===== src/rtl/mem_access_stage.sv =====
// mem_access_stage: MEM stage of the 5-stage MIPS pipeline.
// Drives a req/ack data-memory bus and stalls the upstream pipeline while a
// load or store is outstanding. Optional bus timeout with abort is enabled by
// defining MEM_TIMEOUT_EN; without it REQ waits for DmAck indefinitely.
module mem_access_stage (
    input  logic        clk,
    input  logic        rst,
    input  logic [3:0]  ExMemWb,
    input  logic        ExMemRead,
    input  logic        ExMemWrite,
    input  logic [31:0] ExMemAdr,
    input  logic [31:0] ExMemWriteD,
    input  logic [4:0]  ExMemRd,
    output logic [3:0]  MemWb,
    output logic [31:0] MemReadD,
    output logic [31:0] MemAdr,
    output logic [4:0]  MemRd,
    output logic        MemStall,
    output logic        MemErr,
    output logic        DmReq,
    output logic        DmWe,
    output logic [31:0] DmAdr,
    output logic [31:0] DmWData,
    input  logic [31:0] DmRData,
    input  logic        DmAck
);

    typedef enum logic [1:0] {
        IDLE = 2'd0,
        REQ  = 2'd1,
        DONE = 2'd2
    } state_t;

    state_t      state_q, state_d;
    logic [31:0] r_data_q, r_data_d;
    logic        mem_op;
    logic        is_store;

    // A store wins when both read and write are requested.
    assign mem_op   = ExMemRead | ExMemWrite;
    assign is_store = ExMemWrite;

`ifdef MEM_TIMEOUT_EN
    localparam int         TIMEOUT = 15;
    localparam logic [3:0] TO_LAST = 4'(TIMEOUT - 1);

    logic [3:0] to_cnt_q, to_cnt_d;
    logic       mem_err_q, mem_err_d;
`endif

    // State, captured read data and optional timeout bookkeeping.
    always_ff @(posedge clk or negedge rst) begin
        if (!rst) begin
            state_q   <= IDLE;
            r_data_q  <= 32'd0;
`ifdef MEM_TIMEOUT_EN
            to_cnt_q  <= 4'd0;
            mem_err_q <= 1'b0;
`endif
        end else begin
            state_q   <= state_d;
            r_data_q  <= r_data_d;
`ifdef MEM_TIMEOUT_EN
            to_cnt_q  <= to_cnt_d;
            mem_err_q <= mem_err_d;
`endif
        end
    end

    // Next-state logic: one IDLE stall cycle, REQ until ack (or abort), one DONE cycle.
    always_comb begin
        state_d   = state_q;
        r_data_d  = r_data_q;
`ifdef MEM_TIMEOUT_EN
        to_cnt_d  = to_cnt_q;
        mem_err_d = 1'b0;
`endif
        case (state_q)
            IDLE: begin
                if (mem_op) begin
                    state_d  = REQ;
`ifdef MEM_TIMEOUT_EN
                    to_cnt_d = 4'd0;
`endif
                end
            end
            REQ: begin
                if (DmAck) begin
                    state_d  = DONE;
                    r_data_d = is_store ? 32'd0 : DmRData;
                end
`ifdef MEM_TIMEOUT_EN
                else if (to_cnt_q == TO_LAST) begin
                    state_d   = DONE;
                    r_data_d  = 32'hDEADBEEF;
                    mem_err_d = 1'b1;
                end else begin
                    to_cnt_d = to_cnt_q + 4'd1;
                end
`endif
            end
            DONE: begin
                state_d = IDLE;
            end
            default: begin
                state_d = IDLE;
            end
        endcase
    end

    // Outputs: pass-through, bubble while stalled, bus drive only in REQ; all zero in reset.
    always_comb begin
        MemWb    = 4'd0;
        MemReadD = 32'd0;
        MemAdr   = 32'd0;
        MemRd    = 5'd0;
        MemStall = 1'b0;
        DmReq    = 1'b0;
        DmWe     = 1'b0;
        DmAdr    = 32'd0;
        DmWData  = 32'd0;
        if (rst) begin
            case (state_q)
                IDLE: begin
                    MemAdr = ExMemAdr;
                    MemRd  = ExMemRd;
                    if (mem_op) begin
                        MemStall = 1'b1;
                    end else begin
                        MemWb = ExMemWb;
                    end
                end
                REQ: begin
                    MemAdr   = ExMemAdr;
                    MemRd    = ExMemRd;
                    MemStall = 1'b1;
                    DmReq    = 1'b1;
                    DmWe     = is_store;
                    DmAdr    = ExMemAdr;
                    DmWData  = ExMemWriteD;
                end
                DONE: begin
                    MemWb    = ExMemWb;
                    MemAdr   = ExMemAdr;
                    MemRd    = ExMemRd;
                    MemReadD = r_data_q;
                end
                default: begin
                    MemStall = 1'b0;
                end
            endcase
        end
    end

`ifdef MEM_TIMEOUT_EN
    assign MemErr = rst & mem_err_q;
`else
    assign MemErr = 1'b0;
`endif

endmodule


===== config.mk =====
export PLATFORM = sky130hd
export DESIGN_NAME = mem_access_stage
export DESIGN_NICKNAME = d
export VERILOG_FILES = /design/src/rtl/mem_access_stage.sv
export SDC_FILE = /design/constraint.sdc
export NUM_CORES = 1
export LEC_CHECK = 0
export BUFFER_PORTS_ARGS = -buffer_cell sky130_fd_sc_hd__buf_2
export CAP_MARGIN = 20
export CORE_MARGIN = 10
export CORE_UTILIZATION = 33
export CTS_BUF_LIST = sky130_fd_sc_hd__clkbuf_16
export CTS_CLUSTER_DIAMETER = 150
export DETAILED_ROUTE_END_ITERATION = 12
export PLACE_DENSITY_LB_ADDON = 0.08
export SLEW_MARGIN = 0
export SYNTH_ARGS = -nofsm -noshare
export SYNTH_HDL_FRONTEND = slang
export SYNTH_SLANG_ARGS = --single-unit

===== constraint.sdc =====
create_clock -name clk -period 1.45 [get_ports clk]
set_clock_uncertainty 0.05 [all_clocks]
set_input_delay 0.2175 -clock clk [delete_from_list [all_inputs] [get_ports clk]]
set_output_delay 0.2175 -clock clk [all_outputs]
set_load 0.02 [all_outputs]

# [Word-level counts from Yosys, hierarchy flattened]
# Index checks and enable logic that the tools add are counted.
[op_classes] reduce_logical=4 bitwise=1 eq_ne=4 muxes=24
[ops] operator="2-to-1 mux 32 bit" count=9
[ops] operator="2-to-1 mux 5 bit" count=2
[ops] operator="2-to-1 mux 4 bit" count=2
[ops] operator="one-hot mux 4 bit (2 select lines)" count=1
[ops] operator="2-to-1 mux 1 bit" count=6
[ops] operator="2-to-1 mux 2 bit" count=2
[ops] operator="!= test 2 bit (second input constant)" count=2
[ops] operator="one-hot mux 2 bit (2 select lines)" count=1
[ops] operator="AND reduction 2 bit" count=2
[ops] operator="OR reduction 3 bit" count=1
[ops] operator="== test 2 x 1 -> 1 bit (second input constant)" count=1
[ops] operator="== test 2 bit (second input constant)" count=1
[ops] operator="zero test 2 bit" count=1
[ops] operator="one-hot mux 1 bit (2 select lines)" count=1
[ops] operator="OR 1 bit" count=1
[totals] wordCells=35 out_inout_bits=141 reg_bits=34

# [Depth between registers and ports, before layout]
[logic_depth] depth_word=4 mapped_depth=4 ltp_nobuf=2

# [Worst setup path after synthesis]
# OpenSTA, ideal clock, no wires.
[synth_timing] path_type="input to output" start="in ExMemWrite" end="out MemWb[0]" n_path_buf=1 path_slack_ns=0.002 arrival_time_ns=1.180 cell_stages=3 cell_sequence="clkbuf_1 o21ba_2 nor3b_1"
[synth_via] elab_chain_cells=4
[synth_rtl] element="start: declaration" line="10" rtl="input logic ExMemWrite,"
[synth_rtl] element="OR 1 bit" line="40" rtl="assign mem_op = ExMemRead | ExMemWrite;"
[synth_rtl] element="2-to-1 mux 4 bit" line="127" rtl="if (mem_op) begin"
[synth_rtl] element="one-hot mux 4 bit (2 select lines)" line="123" rtl="case (state_q)"
[synth_rtl] element="2-to-1 mux 4 bit" line="122" rtl="if (rst) begin"
[synth_rtl] element="end: declaration" line="14" rtl="output logic [3:0] MemWb,"
# Every way passes these cells.

# [Final worst setup path]
[layout_timing] start="reg state_q[1]" end="out DmWData[16]"
[layout_via] elab_chain_cells=3
[layout_rtl] element="start: declaration" line="34" rtl="state_t state_q, state_d;"
[layout_rtl] element="start signal: assignment" line="61" rtl="state_q <= state_d;"
[layout_rtl] element="== test 2 x 1 -> 1 bit" line="123"
[layout_rtl] element="2-to-1 mux 32 bit" line="123"
[layout_rtl] element="2-to-1 mux 32 bit" line="122"
[layout_rtl] element="end: declaration" line="23" rtl="output logic [31:0] DmWData,"
# Every way passes these cells.

==> metrics.cfg <==
[setup_path]
crit_chain = and2b_1 > buf_12 > and3_1 > buf_6
crit_path_max_incr_delay_ns = 0.43
setup.worst_path.class = flop to output port
crit_path_max_fanout = 34
critPathCaptureType = output port
crit_arrival_ns = 1.48
cp_top_family = simple AND/OR/NAND/NOR gates
required_ns = 1.18
cp.depth = 4
crit_buf_inv = 2
r2r_cells = 5
crit_end = DmWData[16]
r2r_start = state_q[1]$_DFFE_PN0P_
cp-start-kind = flop
rrSetupSlack_ns = -0.18
r2r-end = r_data_q[16]$_DFFE_PN0P_
critPathSlowestCell = dfrtp_2
startpoint = state_q[1]$_DFFE_PN0P_

[synth]
ys_seq_area_frac = 0.329
synth.distinct_cells = 21
syn_nets = 420
syn_area_um2 = 2580
synth_warnings = 0
synthCells = 310
avgSynthCellArea_um2 = 8.33
ys_seq_elements = 34

[layout]
drive_above_1_share = 0.590
final_util = 0.638
fillers = 680
areaGrowthSynthToFinish_pct = 89.9
final_cells = 666
layout_commonest_cell = buf_2
nets = 670
final_area_um2 = 4900
final_cell_mix = buf_2 (139), buf_6 (63), buf_4 (58)

[cts]
cts_max_path_buffers = 2
clk_latency_ns = 0.27
clk_pin_slew_ns = 0.05
cts_buffers = 5
cts_root_buf = clkbuf_16
clock_sinks = 34
cts_tree = done
htreeDepth = 2

[die]
dieHeight_um = 108
core_um2 = 7690
pin_count = 251
start_util = 0.336
dieArea_um2 = 11800
num_rows = 32
die_w_um = 108

[sta]
setup_violations = 172
rsz0062_at_grt = yes
max_freq_mhz = 574
finalCritPeriodShare = 1.20
timing.final.crit_period_ns = 1.74
final.setup.worst_slack_ns = -0.293
hold_viol_final = 0
slew_violations = 0

[drt]
ant_nets = 0
drt_iter0_markers = 59
vias_per_cell = 4.63
drc_errors = 0
routed_wirelength_um = 12600
wl_per_cell_um = 18.9
firstDrtPassIters = 5
via_count = 3086

[placed_design]
dp.cells = 643
port-buffer-count = 249
dpl-instance-area_um2 = 3980
place_ws_ns = -0.0227
hpwl_um = 9630
gp_congestion = 0.869

[global_route]
grt_max_degree = 71
antenna_found_initial = 5
grt_overflow = 0
grt_pass1_wl_um = 18400
grt_pass1_vias = 3162
gr-usage-all-layers = 0.200

[worst_hold_path]
holdCritPathClass = input port to flop
min_from = DmAck

[power_and_ir_drop]
peakVddDrop_mv = 0.454
cellPowerDensity_nw_per_um2 = 1130
leakage_nw = 2.79

[run_status]
outcome = complete, but fails checks
violations = setup timing

[flow_run]
cap_violations = 0

## cell usage after synthesis (all sizes together)
cell type | number | share of area
mux2 | 32 | 0.18
and3 | 38 | 0.092
a211oi | 1 | 0.0029
and2b | 1 | 0.0029
nor2b | 32 | 0.078
and2 | 34 | 0.082
nand2 | 33 | 0.048
nor3b | 5 | 0.015
nor3 | 1 | 0.0019
dfrtp | 34 | 0.33
nor2 | 64 | 0.093
clkbuf | 18 | 0.026
and3b | 2 | 0.0068
conb | 1 | 0.0015
o21ba | 1 | 0.0039
buf | 11 | 0.031
nand2b | 2 | 0.0048
## power breakdown
group | internal [W] | total (W) | switching, W
logic | 0.00151 | 0.00288 | 0.00137
clock network | 0.000797 | 0.00117 | 0.000370
registers | 0.00130 | 0.00150 | 0.000197
## worst min-delay path by stage
stage / depth (start not counted) / slack (ns) / to
3_3_place_gp: 1 / -0.002 / state_q[1]$_DFFE_PN0P_
6_report: 2 / 0.09 / state_q[0]$_DFFE_PN0P_
2_1_floorplan: 0 / -0.13 / r_data_q[0]$_DFFE_PN0P_
4_1_cts: 2 / 0.08 / state_q[0]$_DFFE_PN0P_
5_1_grt: 2 / 0.1 / state_q[0]$_DFFE_PN0P_
3_5_place_dp: 1 / -0.004 / state_q[1]$_DFFE_PN0P_
## what timing repair did
item / CTS / global route
cloned: 3 / 1
gates resized for setup: 141 / 65
buffers inserted: 3 / 5
setup endpoints to repair: 144 / 173
endpoints found under the hold margin: 2 / 0
hold buffers: 2 / 0
pin swaps: 0 / 1
## per-layer routing
layer	up-vias	GRT usage	wire length, µm
li1	1495	-	-
met1	1436	0.208	4460
met2	135	0.347	6530
met3	18	0.0940	1320
met4	2	0.0716	271
met5	-	0	11
## logic make-up (layout without fill, tap and decap cells)
kind of cell,after synthesis,after routing,synth area share
buffers and inverters,29,280,0.0567
DFF,34,34,0.329
muxes,32,32,0.182
other,1,4,0.00145
and+or+nand+nor,212,212,0.424
AOI/OAI and AO/OA,2,2,0.00678
## cell type report
class / count / area, µm² / area share
Tap cell: 102 / 128 / 0.0260
Sequential cell: 34 / 853 / 0.174
Timing Repair Buffer: 272 / 2080 / 0.425
Multi-Input combinational cell: 247 / 1670 / 0.340
Antenna cell: 3 / 7.51 / 0.00153
Clock inverter: 3 / 37.5 / 0.00766
Clock buffer: 5 / 125 / 0.0255
## metrics by stage
step / setup TNS [ns] / total power [W] / hold WS [ns]
finish: -35.24 / 0.00555 / 0.0859
global placement: -0.00271 / 0.00385 / -0.00244
CTS: -37.31 / 0.00543 / 0.0802
floorplan: 0 / 0.00302 / -0.128
detailed placement: -0.167 / 0.00387 / -0.00374
global route: -45.15 / 0.00586 / 0.0965
## flip-flops by register name, indices dropped and copies added (netlist names)
name,count
r_data_q,32
state_q,2
Note: power is estimated with default switching activity, not from simulation.
